`config.mk`:
```
export PLATFORM = sky130hd
export DESIGN_NAME = display_scan_ctrl
export DESIGN_NICKNAME = d
export VERILOG_FILES = /design/src/rtl/display_scan_ctrl_pkg.sv /design/src/rtl/BinaryToBinCodedDec_GL.sv /design/src/rtl/BinaryToSevenSegUnopt_GL.sv /design/src/rtl/display_scan_ctrl.sv
export SDC_FILE = /design/constraint.sdc
export NUM_CORES = 1
export LEC_CHECK = 0
export CAP_MARGIN = 20
export CORE_ASPECT_RATIO = 1.2
export CORE_MARGIN = 3
export CORE_UTILIZATION = 35
export DETAILED_ROUTE_END_ITERATION = 7
export HOLD_SLACK_MARGIN = 0.15
export PLACE_DENSITY = 0.52
export SYNTH_ARGS = -nofsm -noshare
export SYNTH_HDL_FRONTEND = slang
export SYNTH_HIERARCHICAL = 1
export SYNTH_SLANG_ARGS = --single-unit
export TNS_END_PERCENT = 50
```
`constraint.sdc`:
```
create_clock -name clk -period 9.1 [get_ports clk]
set_clock_uncertainty 0.1 [all_clocks]
set_input_delay 2.275 -clock clk [delete_from_list [all_inputs] [get_ports clk]]
set_output_delay 2.275 -clock clk [all_outputs]
set_load 0.01 [all_outputs]
```
`src/rtl/display_scan_ctrl_pkg.sv`:
```
// Shared definitions for the two-digit scan display path: FSM states,
// seven-segment codes and the segment lookup used by the shared decoder.
package display_scan_ctrl_pkg;

  typedef enum logic [2:0] {
    IDLE  = 3'd0,
    TENS  = 3'd1,
    GAP_T = 3'd2,
    ONES  = 3'd3,
    GAP_O = 3'd4
  } scan_state_t;

  // Segment bus order is {g,f,e,d,c,b,a}, active-high
  localparam logic [6:0] BLANK = 7'b0000000;
  localparam logic [6:0] SEG_0 = 7'b0111111;
  localparam logic [6:0] SEG_1 = 7'b0000110;
  localparam logic [6:0] SEG_2 = 7'b1011011;
  localparam logic [6:0] SEG_3 = 7'b1001111;
  localparam logic [6:0] SEG_4 = 7'b1100110;
  localparam logic [6:0] SEG_5 = 7'b1101101;
  localparam logic [6:0] SEG_6 = 7'b1111101;
  localparam logic [6:0] SEG_7 = 7'b0000111;
  localparam logic [6:0] SEG_8 = 7'b1111111;
  localparam logic [6:0] SEG_9 = 7'b1101111;

  function automatic logic [6:0] seg_code(input logic [3:0] digit);
    case (digit)
      4'd0:    return SEG_0;
      4'd1:    return SEG_1;
      4'd2:    return SEG_2;
      4'd3:    return SEG_3;
      4'd4:    return SEG_4;
      4'd5:    return SEG_5;
      4'd6:    return SEG_6;
      4'd7:    return SEG_7;
      4'd8:    return SEG_8;
      4'd9:    return SEG_9;
      default: return BLANK;
    endcase
  endfunction

endpackage

```
`src/rtl/BinaryToBinCodedDec_GL.sv`:
```
// Converts a 5-bit binary value (0..31) into tens and ones BCD digits.
module BinaryToBinCodedDec_GL (
  input  logic [4:0] bin,
  output logic [3:0] tens,
  output logic [3:0] ones
);

  // Range-compare form avoids a divider for the tiny 0..31 input range
  always_comb begin
    tens = 4'd0;
    ones = 4'(bin);
    if (bin >= 5'd30) begin
      tens = 4'd3;
      ones = 4'(bin - 5'd30);
    end else if (bin >= 5'd20) begin
      tens = 4'd2;
      ones = 4'(bin - 5'd20);
    end else if (bin >= 5'd10) begin
      tens = 4'd1;
      ones = 4'(bin - 5'd10);
    end
  end

endmodule

```
`src/rtl/BinaryToSevenSegUnopt_GL.sv`:
```
// Single BCD digit to seven-segment pattern; non-decimal codes blank.
module BinaryToSevenSegUnopt_GL
  import display_scan_ctrl_pkg::*;
(
  input  logic [3:0] digit,
  output logic [6:0] seg
);

  assign seg = seg_code(digit);

endmodule

```
`src/rtl/display_scan_ctrl.sv`:
```
// Two-digit time-multiplexed scan controller: one shared seven-segment decoder,
// dwell/blank timing, and a one-deep pending buffer swapped at frame boundaries.
module display_scan_ctrl
  import display_scan_ctrl_pkg::*;
#(
  parameter int DWELL    = 4,
  parameter int GAP      = 1,
  parameter int BLANK_LZ = 1
) (
  input  logic       clk,
  input  logic       reset,
  input  logic       in_val,
  output logic       in_rdy,
  input  logic [4:0] in,
  output logic [6:0] seg,
  output logic [1:0] digit_sel
);

  localparam int MAX_CNT = (DWELL > GAP) ? DWELL : GAP;
  localparam int CNT_W   = (MAX_CNT > 1) ? $clog2(MAX_CNT) : 1;
  localparam logic [CNT_W-1:0] DWELL_LAST = CNT_W'(DWELL - 1);
  localparam logic [CNT_W-1:0] GAP_LAST   = CNT_W'((GAP > 0) ? GAP - 1 : 0);

  scan_state_t      state;
  logic [CNT_W-1:0] cnt;
  logic [4:0]       cur;
  logic [4:0]       pend;
  logic             pend_val;

  logic       dwell_done;
  logic       gap_done;
  logic       frame_end;
  logic       xfer;
  logic [3:0] tens;
  logic [3:0] ones;
  logic [3:0] dec_in;
  logic [6:0] dec_seg;

  always_comb begin
    dwell_done = (cnt == DWELL_LAST);
    gap_done   = (cnt == GAP_LAST);
    frame_end  = (GAP == 0) ? (state == ONES  && dwell_done)
                            : (state == GAP_O && gap_done);
    xfer       = in_val && !pend_val;
  end

  assign in_rdy = !pend_val;

  // Counter restarts on every state change
  always_ff @(posedge clk) begin
    if (reset) begin
      state    <= IDLE;
      cnt      <= '0;
      cur      <= '0;
      pend     <= '0;
      pend_val <= 1'b0;
    end else begin
      case (state)
        IDLE: begin
          if (xfer) begin
            cur   <= in;
            state <= TENS;
            cnt   <= '0;
          end
        end
        TENS: begin
          if (dwell_done) begin
            state <= (GAP == 0) ? ONES : GAP_T;
            cnt   <= '0;
          end else begin
            cnt <= cnt + 1'b1;
          end
        end
        GAP_T: begin
          if (gap_done) begin
            state <= ONES;
            cnt   <= '0;
          end else begin
            cnt <= cnt + 1'b1;
          end
        end
        ONES: begin
          if (dwell_done) begin
            state <= (GAP == 0) ? TENS : GAP_O;
            cnt   <= '0;
          end else begin
            cnt <= cnt + 1'b1;
          end
        end
        GAP_O: begin
          if (gap_done) begin
            state <= TENS;
            cnt   <= '0;
          end else begin
            cnt <= cnt + 1'b1;
          end
        end
        default: begin
          state <= IDLE;
          cnt   <= '0;
        end
      endcase

      // Swap and load are exclusive: a load needs pend_val low, a swap needs it high
      if (frame_end && pend_val) begin
        cur      <= pend;
        pend_val <= 1'b0;
      end else if (xfer && state != IDLE) begin
        pend     <= in;
        pend_val <= 1'b1;
      end
    end
  end

  BinaryToBinCodedDec_GL u_bcd (
    .bin  (cur),
    .tens (tens),
    .ones (ones)
  );

  assign dec_in = (state == ONES) ? ones : tens;

  BinaryToSevenSegUnopt_GL u_seg (
    .digit (dec_in),
    .seg   (dec_seg)
  );

  always_comb begin
    seg       = BLANK;
    digit_sel = 2'b00;
    case (state)
      TENS: begin
        if (!(BLANK_LZ != 0 && tens == 4'd0)) begin
          seg       = dec_seg;
          digit_sel = 2'b10;
        end
      end
      ONES: begin
        seg       = dec_seg;
        digit_sel = 2'b01;
      end
      default: begin
        seg       = BLANK;
        digit_sel = 2'b00;
      end
    endcase
  end

endmodule
```
==> flow_metrics.env, run 1 <==
export IMPL_status="finished, final reports clean"
export IMPL_crit_type="reg2out"
export IMPL_drtAntennaViolNets=0
export IMPL_yosysTopAreaCell="dfxtp_1"
export IMPL_vdd_ir_drop_worst_uv=47.5
export IMPL_drc=0
export IMPL_ios=18
export IMPL_die_area_um2=4980
export IMPL_finalWeightedCongestion=0.704
export IMPL_htreeDepth=1
export IMPL_rsz0062_at_grt="false"
export IMPL_core_area_um2=3970
export IMPL_cts_sinks=16
export IMPL_crit_required_ns=6.73
export IMPL_yosysWarnings=6
export IMPL_grt_max_degree=18
export IMPL_tritoncts="done"
export IMPL_clockBufferDepth=2
export IMPL_power_density_nw_per_um2=120
export IMPL_pre_cts_ws_ns=3.67
export IMPL_clkSlewWorstSetupHoldPaths_ns=0.07
export IMPL_drt_pass1_iterations=4
export IMPL_grt_overflow=0
export IMPL_cp_slowest_stage_delay_ns=0.53
export IMPL_grt_pass1_vias=1213
export IMPL_synth_edff_count=0
export IMPL_post_drt_wl_per_cell_um=13.9
export IMPL_final_common_cell="clkdlybuf4s50_1"
export IMPL_drt_initial_drc_count=80
export IMPL_vias=1252
export IMPL_synthCells=175
export IMPL_worstMarginPinSlew_ns=0.770
export IMPL_antenna_found_initial=0
export IMPL_n_antenna_cell=0
export IMPL_async_reset_ff_share_pct=0
export IMPL_netlist_area_leader_share_pct=22.0
export IMPL_final_cell_mix="clkdlybuf4s50_1, nand3_1, dfxtp_1, ha_1, inv_1"
export IMPL_io_buffers=17
export IMPL_grt_use_total_pct=13.9
export IMPL_die_x_um=64.9
export IMPL_worst_slack_ns=3.40
export IMPL_end_kind="output port"
export IMPL_post_cts_resized=0
export IMPL_netlist_area_um2=1460
export IMPL_power_uw=195
export IMPL_setup_viol=0
export IMPL_min_period_over_period_pct=62.7
export IMPL_crit_top_cell="ha_1"
export IMPL_grt_pass1_wl_um=5590
export IMPL_cp_slowest_cell="clkdlybuf4s50_1"
export IMPL_synth_area_top_cells="dfxtp_1, ha_1, nand3_1"
export IMPL_crit_fanout=7
export IMPL_initial_utilization_pct=36.7
export IMPL_cts_root_buf="clkbuf_8"
export IMPL_arrival_ns=3.33
export IMPL_hold_viol_final=0
export IMPL_fmax_mhz=175
export IMPL_hp_class="reg2reg"
export IMPL_drt_wl_total_um=3260
export IMPL_synthFlopType="dfxtp_1"
export IMPL_fin_crit_ns=5.70
export IMPL_cts_buffers_inserted=3
export IMPL_post_cts_setup_buffer_count=0
export IMPL_clk_latency_ns=0.25
export IMPL_start_kind="flip-flop"
export IMPL_yosysSeqAreaShare_pct=22.0
export IMPL_maxCapViolCount=0
export IMPL_slew_headroom_pct=48.5
export IMPL_chipHeight_um=76.7
export IMPL_drive_gt1_share_pct=7.78
export IMPL_ys_types=48
export IMPL_cts_hold_buf=0
export IMPL_rows=25
export IMPL_num_nets_final=203
export IMPL_synth_seq_cells=16
export IMPL_finalSetupTns_ns=0
export IMPL_finalMaxSlewViolations=0
export IMPL_place_hpwl_um=2390
export IMPL_path_cells="inv_1, ha_1, nor2b_1, o31a_1, a2bb2oi_2, xnor2_1, mux2_1, inv_2, ha_1, nor2_1, a21oi_1, o22ai_1, and2_1, clkdlybuf4s50_1"
export IMPL_syn_to_final_growth_pct=11.7
export IMPL_avgSynthCellArea_um2=8.33
export IMPL_p_leak_nw=0.618
export IMPL_via_per_inst=5.35
[path summary, 6_finish.rpt]
check | startpoint | end | slack (ns) | depth (start not counted)
worst min-delay path | pend[3] | pend[3] | 0.39 | 2
worst min register to register | pend[3] | pend[3] | 0.39 | 2
worst max-delay path | cur[1] | seg[3] | 3.40 | 14
worst max register to register | pend_val | cur[1] | 7.53 | 3
[kinds of logic (layout without fill, tap and decap cells)]
| logic type | count (synthesis) | in the layout | synth area share [%] |
|---|---|---|---|
| AOI/OAI and AO/OA | 47 | 47 | 22.2 |
| xor gates and xnor gates | 5 | 5 | 3.00 |
| adders and majority gates | 14 | 14 | 12.0 |
| buffers and inverters | 31 | 35 | 12.3 |
| DFF | 16 | 16 | 22.0 |
| muxes | 9 | 9 | 6.61 |
| other | 1 | 2 | 0.257 |
| and+or+nand+nor | 52 | 52 | 21.6 |
[cell type report]
class	instances	area, µm²
multi-input combinational	129	962
timing repair buffer	17	170
tap	54	67.6
inverter	14	52.6
sequential	16	320
fill	407	2340
clock buffer	4	55.1
[flip-flops by register name, summed over array words and instances, names as in the netlist]
name	flops
cur	5
pend	5
state	3
cnt	2
pend_val	1
[through the flow]
step / instance area (µm²) / instances / utilization (%) / hold slack, ns
floorplan: 1460 / 176 / - / 0.354
global placement: 1570 / 230 / 39.6 / 0.365
detailed placement: 1570 / 230 / 39.6 / 0.380
CTS: 1630 / 234 / 41.0 / 0.390
global route: 1630 / 234 / 41.0 / 0.414
finish: 1630 / 234 / 41.0 / 0.386
[where the power goes]
group / internal [mW] / leakage (nW) / switching, mW
clock: 0.0384 / 0.0288 / 0.0261
sequential: 0.0739 / 0.131 / 0.00569
combinational: 0.0246 / 0.459 / 0.0266
total: 0.137 / 0.618 / 0.0584
[cell usage after synthesis (5+ instances only)]
| master | count |
|---|---|
| buf_4 | 5 |
| ha_1 | 14 |
| o21ai_0 | 6 |
| nor2_1 | 5 |
| inv_1 | 13 |
| dfxtp_1 | 16 |
| buf_2 | 5 |
| buf_6 | 5 |
| a21oi_1 | 10 |
| o221ai_1 | 5 |
| and2_1 | 8 |
| nand3_1 | 16 |
| a31oi_1 | 6 |
| o22ai_1 | 6 |
[routing by layer]
| layer | global-route usage, % | part of all wire, % | up-vias |
|---|---|---|---|
| li1 | - | - | 629 |
| met1 | 17.4 | 46 | 596 |
| met2 | 23.7 | 50 | 23 |
| met3 | 2.34 | 3.6 | 4 |
| met4 | 4.44 | 1.0 | 0 |
| met5 | 0 | 0 | - |
[worst max-delay path, delay by kind of cell (launching register included)]
kind | cells | cell delay (ns)
AO/OA/AOI/OAI | 4 | 0.73
buffers and inverters | 3 | 0.73
flip-flops | 1 | 0.39
adder cells (fa/ha/maj) | 2 | 0.39
AND/OR/NAND/NOR | 3 | 0.38
multiplexers | 1 | 0.31
XOR/XNOR | 1 | 0.14
(Power assumes the default switching activity.)
==> inputs of run 2 (changes only) <==
--- a/config.mk
+++ b/config.mk
@@ -11,7 +11,7 @@
 export CORE_UTILIZATION = 35
 export DETAILED_ROUTE_END_ITERATION = 7
 export HOLD_SLACK_MARGIN = 0.15
-export PLACE_DENSITY = 0.52
+export PLACE_DENSITY = 0.55
 export SYNTH_ARGS = -nofsm -noshare
 export SYNTH_HDL_FRONTEND = slang
 export SYNTH_HIERARCHICAL = 1
==> constraint.sdc (replaced) <==
create_clock -name clk -period 4.73 [get_ports clk]
set_clock_uncertainty 0.1 [all_clocks]
set_input_delay 1.1825 -clock clk [delete_from_list [all_inputs] [get_ports clk]]
set_output_delay 1.1825 -clock clk [all_outputs]
set_load 0.01 [all_outputs]
==> run 2 against run 1 <==
  * Sequential power up 93%
  * Count of clock-buffer cells in the layout unchanged
  * Sequential share of layout area about the same
  * Hold slack worse by 0.0017 ns
  * Routed wire length up 2.2%
  * Utilization up 0.13 points
  * Critical path depth down 2
  * Clock power up 94%
  * Register-to-register slack worse by 4.4 ns
  * Final area up 0.31%
==> flow_metrics.env, run 2 (synthesis gave the netlist of run 1 again) <==
export IMPL_core_area_um2=3970
export IMPL_cp_slowest_cell="clkdlybuf4s50_1"
export IMPL_final_common_cell="clkdlybuf4s50_1"
export IMPL_p_sw_uw=114
export IMPL_initial_utilization_pct=36.7
export IMPL_post_cts_setup_buffer_count=0
export IMPL_post_cts_resized=0
export IMPL_crit_type="reg2out"
export IMPL_cts_sinks=16
export IMPL_reg_top3="cur x5, pend x5, state x3"
export IMPL_io_buffers=17
export IMPL_worst_slack_ns=0.225
export IMPL_setup_viol=0
export IMPL_cts_hold_buf=0
export IMPL_tritoncts="done"
export IMPL_place_hpwl_um=2430
export IMPL_grt_pass1_wl_um=5620
export IMPL_rsz0062_at_grt="false"
export IMPL_rows=25
export IMPL_power_uw=378
export IMPL_finalMaxSlewViolations=0
export IMPL_n_antenna_cell=0
export IMPL_num_nets_final=203
export IMPL_min_delay_path_depth=2
export IMPL_power_density_nw_per_um2=231
export IMPL_crit_required_ns=3.45
export IMPL_use_met3_pct=2.20
export IMPL_cts_root_buf="clkbuf_8"
export IMPL_p_comb_share_pct=26.3
export IMPL_crit_fanout=10
export IMPL_p_leak_nw=0.618
export IMPL_drtAntennaViolNets=0
export IMPL_n_fill_cell=410
export IMPL_drive_gt1_share_pct=9.44
export IMPL_finalSetupTns_ns=0
export IMPL_grt_max_degree=18
export IMPL_start_kind="flip-flop"
export IMPL_htreeDepth=1
export IMPL_r2r_start="pend_val"
export IMPL_path_buf_inv=2
export IMPL_grt_use_total_pct=13.7
export IMPL_reg2regPathDepth=3
export IMPL_fin_crit_ns=4.51
export IMPL_clockBufferDepth=2
export IMPL_grtUsageMet2_pct=22.3
export IMPL_p_int_uw=264
export IMPL_cp_slowest_stage_delay_ns=0.53
export IMPL_finalWeightedCongestion=0.786
export IMPL_fmax_mhz=222
export IMPL_die_x_um=64.9
export IMPL_min_to="pend[3]"
export IMPL_grt_pass1_vias=1235
export IMPL_post_drt_wl_per_cell_um=14.2
export IMPL_chipHeight_um=76.7
export IMPL_syn_to_final_growth_pct=12.0
export IMPL_min_period_over_period_pct=95.3
export IMPL_clkSlewWorstSetupHoldPaths_ns=0.06
export IMPL_die_area_um2=4980
export IMPL_end_kind="output port"
export IMPL_min_from="pend[3]"
export IMPL_grt_overflow=0
export IMPL_critical_path_top_delay_family="compound AO/OA/AOI/OAI gates"
export IMPL_slew_headroom_pct=47.4
export IMPL_hold_viol_final=0
export IMPL_final_cell_mix="clkdlybuf4s50_1, nand3_1, dfxtp_1, ha_1, inv_1"
export IMPL_path_cells="inv_1, ha_1, nor2b_1, o31a_1, mux2i_1, a32o_1, mux2_1, nor2_1, a21oi_1, o22ai_1, and2_1, clkdlybuf4s50_1"
export IMPL_met1_usage_pct=17.3
export IMPL_drt_pass1_iterations=4
export IMPL_status="finished, final reports clean"
export IMPL_rrSetupSlack_ns=3.14
export IMPL_vias=1260
export IMPL_r2r_end="cur[2]"
export IMPL_grt_busiest_layer="met2"
export IMPL_arrival_ns=3.22
export IMPL_worstMarginPinSlew_ns=0.788
export IMPL_drt_wl_total_um=3330
export IMPL_cts_buffers_inserted=3
export IMPL_p_sw_share_pct=30.2
export IMPL_hp_class="reg2reg"
export IMPL_via_per_inst=5.38
export IMPL_drt_initial_drc_count=55
export IMPL_ios=18
export IMPL_antenna_found_initial=0
export IMPL_drc=0
export IMPL_power_frac_seq_pct=40.6
export IMPL_maxCapViolCount=0
export IMPL_pre_cts_ws_ns=0.363
export IMPL_vdd_ir_drop_worst_uv=80.6
export IMPL_p_clk_share_pct=33.0
export IMPL_clk_latency_ns=0.25
-- run 2: cell count changes in the layout (fill, tap and decap cells not counted) --
| cell | delta |
|---|---|
| dfxtp_1 | -1 |
| dfxtp_2 | +1 |
| mux2_1 | -2 |
| mux2_2 | +1 |
| mux2_4 | +1 |
-- run 2: worst max path at each step --
| stage | slack, ns | cells after the start | end | start |
|---|---|---|---|---|
| after floorplan | 1.10 | 13 | seg[0] | cur[1] |
| after global placement | 0.47 | 14 | seg[0] | cur[1] |
| after detailed placement | 0.36 | 14 | seg[0] | cur[1] |
| after CTS | 0.08 | 14 | seg[0] | cur[1] |
| after global routing | 0.003 | 12 | seg[0] | cur[1] |
| final | 0.22 | 12 | seg[0] | cur[1] |
-- run 2: through the flow --
stage,util (%),area [µm²],std cells,hold WS [ns]
after global placement,39.6,1570,230,0.361
after floorplan,-,1460,176,0.354
final,41.1,1630,234,0.385
after CTS,41.0,1630,234,0.384
after global routing,41.1,1630,234,0.414
after detailed placement,39.6,1570,230,0.372
-- run 2: power groups by stage --
| stage | Clock [mW] | Sequential, mW | Combinational (mW) |
|---|---|---|---|
| 2_1_floorplan | 0 | 0.150 | 0.0800 |
| 6_report | 0.125 | 0.154 | 0.0995 |
| 3_3_place_gp | 0 | 0.156 | 0.0964 |
| 4_1_cts | 0.127 | 0.153 | 0.0996 |
| 3_5_place_dp | 0 | 0.156 | 0.0985 |
| 5_1_grt | 0.132 | 0.155 | 0.111 |
-- run 2: tightest hold or removal path, delay by kind of cell (launching register included) --
kind / cells / cell delay, ns
flops: 1 / 0.31
compound gates: 2 / 0.13
-- run 2: cell type report --
type                            instances  area, µm²  area share [%]
Timing Repair Buffer                   17        170            10.4
Clock buffer                            4       55.1            3.37
Multi-Input combinational cell        129        966            59.2
Sequential cell                        16        322            19.7
Inverter                               14       52.6            3.22
Tap cell                               54       67.6            4.14
-- run 2: per-layer routing --
layer / vias to the layer above / part of all wire, %
met1: 595 / 47
met2: 32 / 48
met5: - / 0
li1: 629 / -
met3: 4 / 3.7
met4: 0 / 1.3
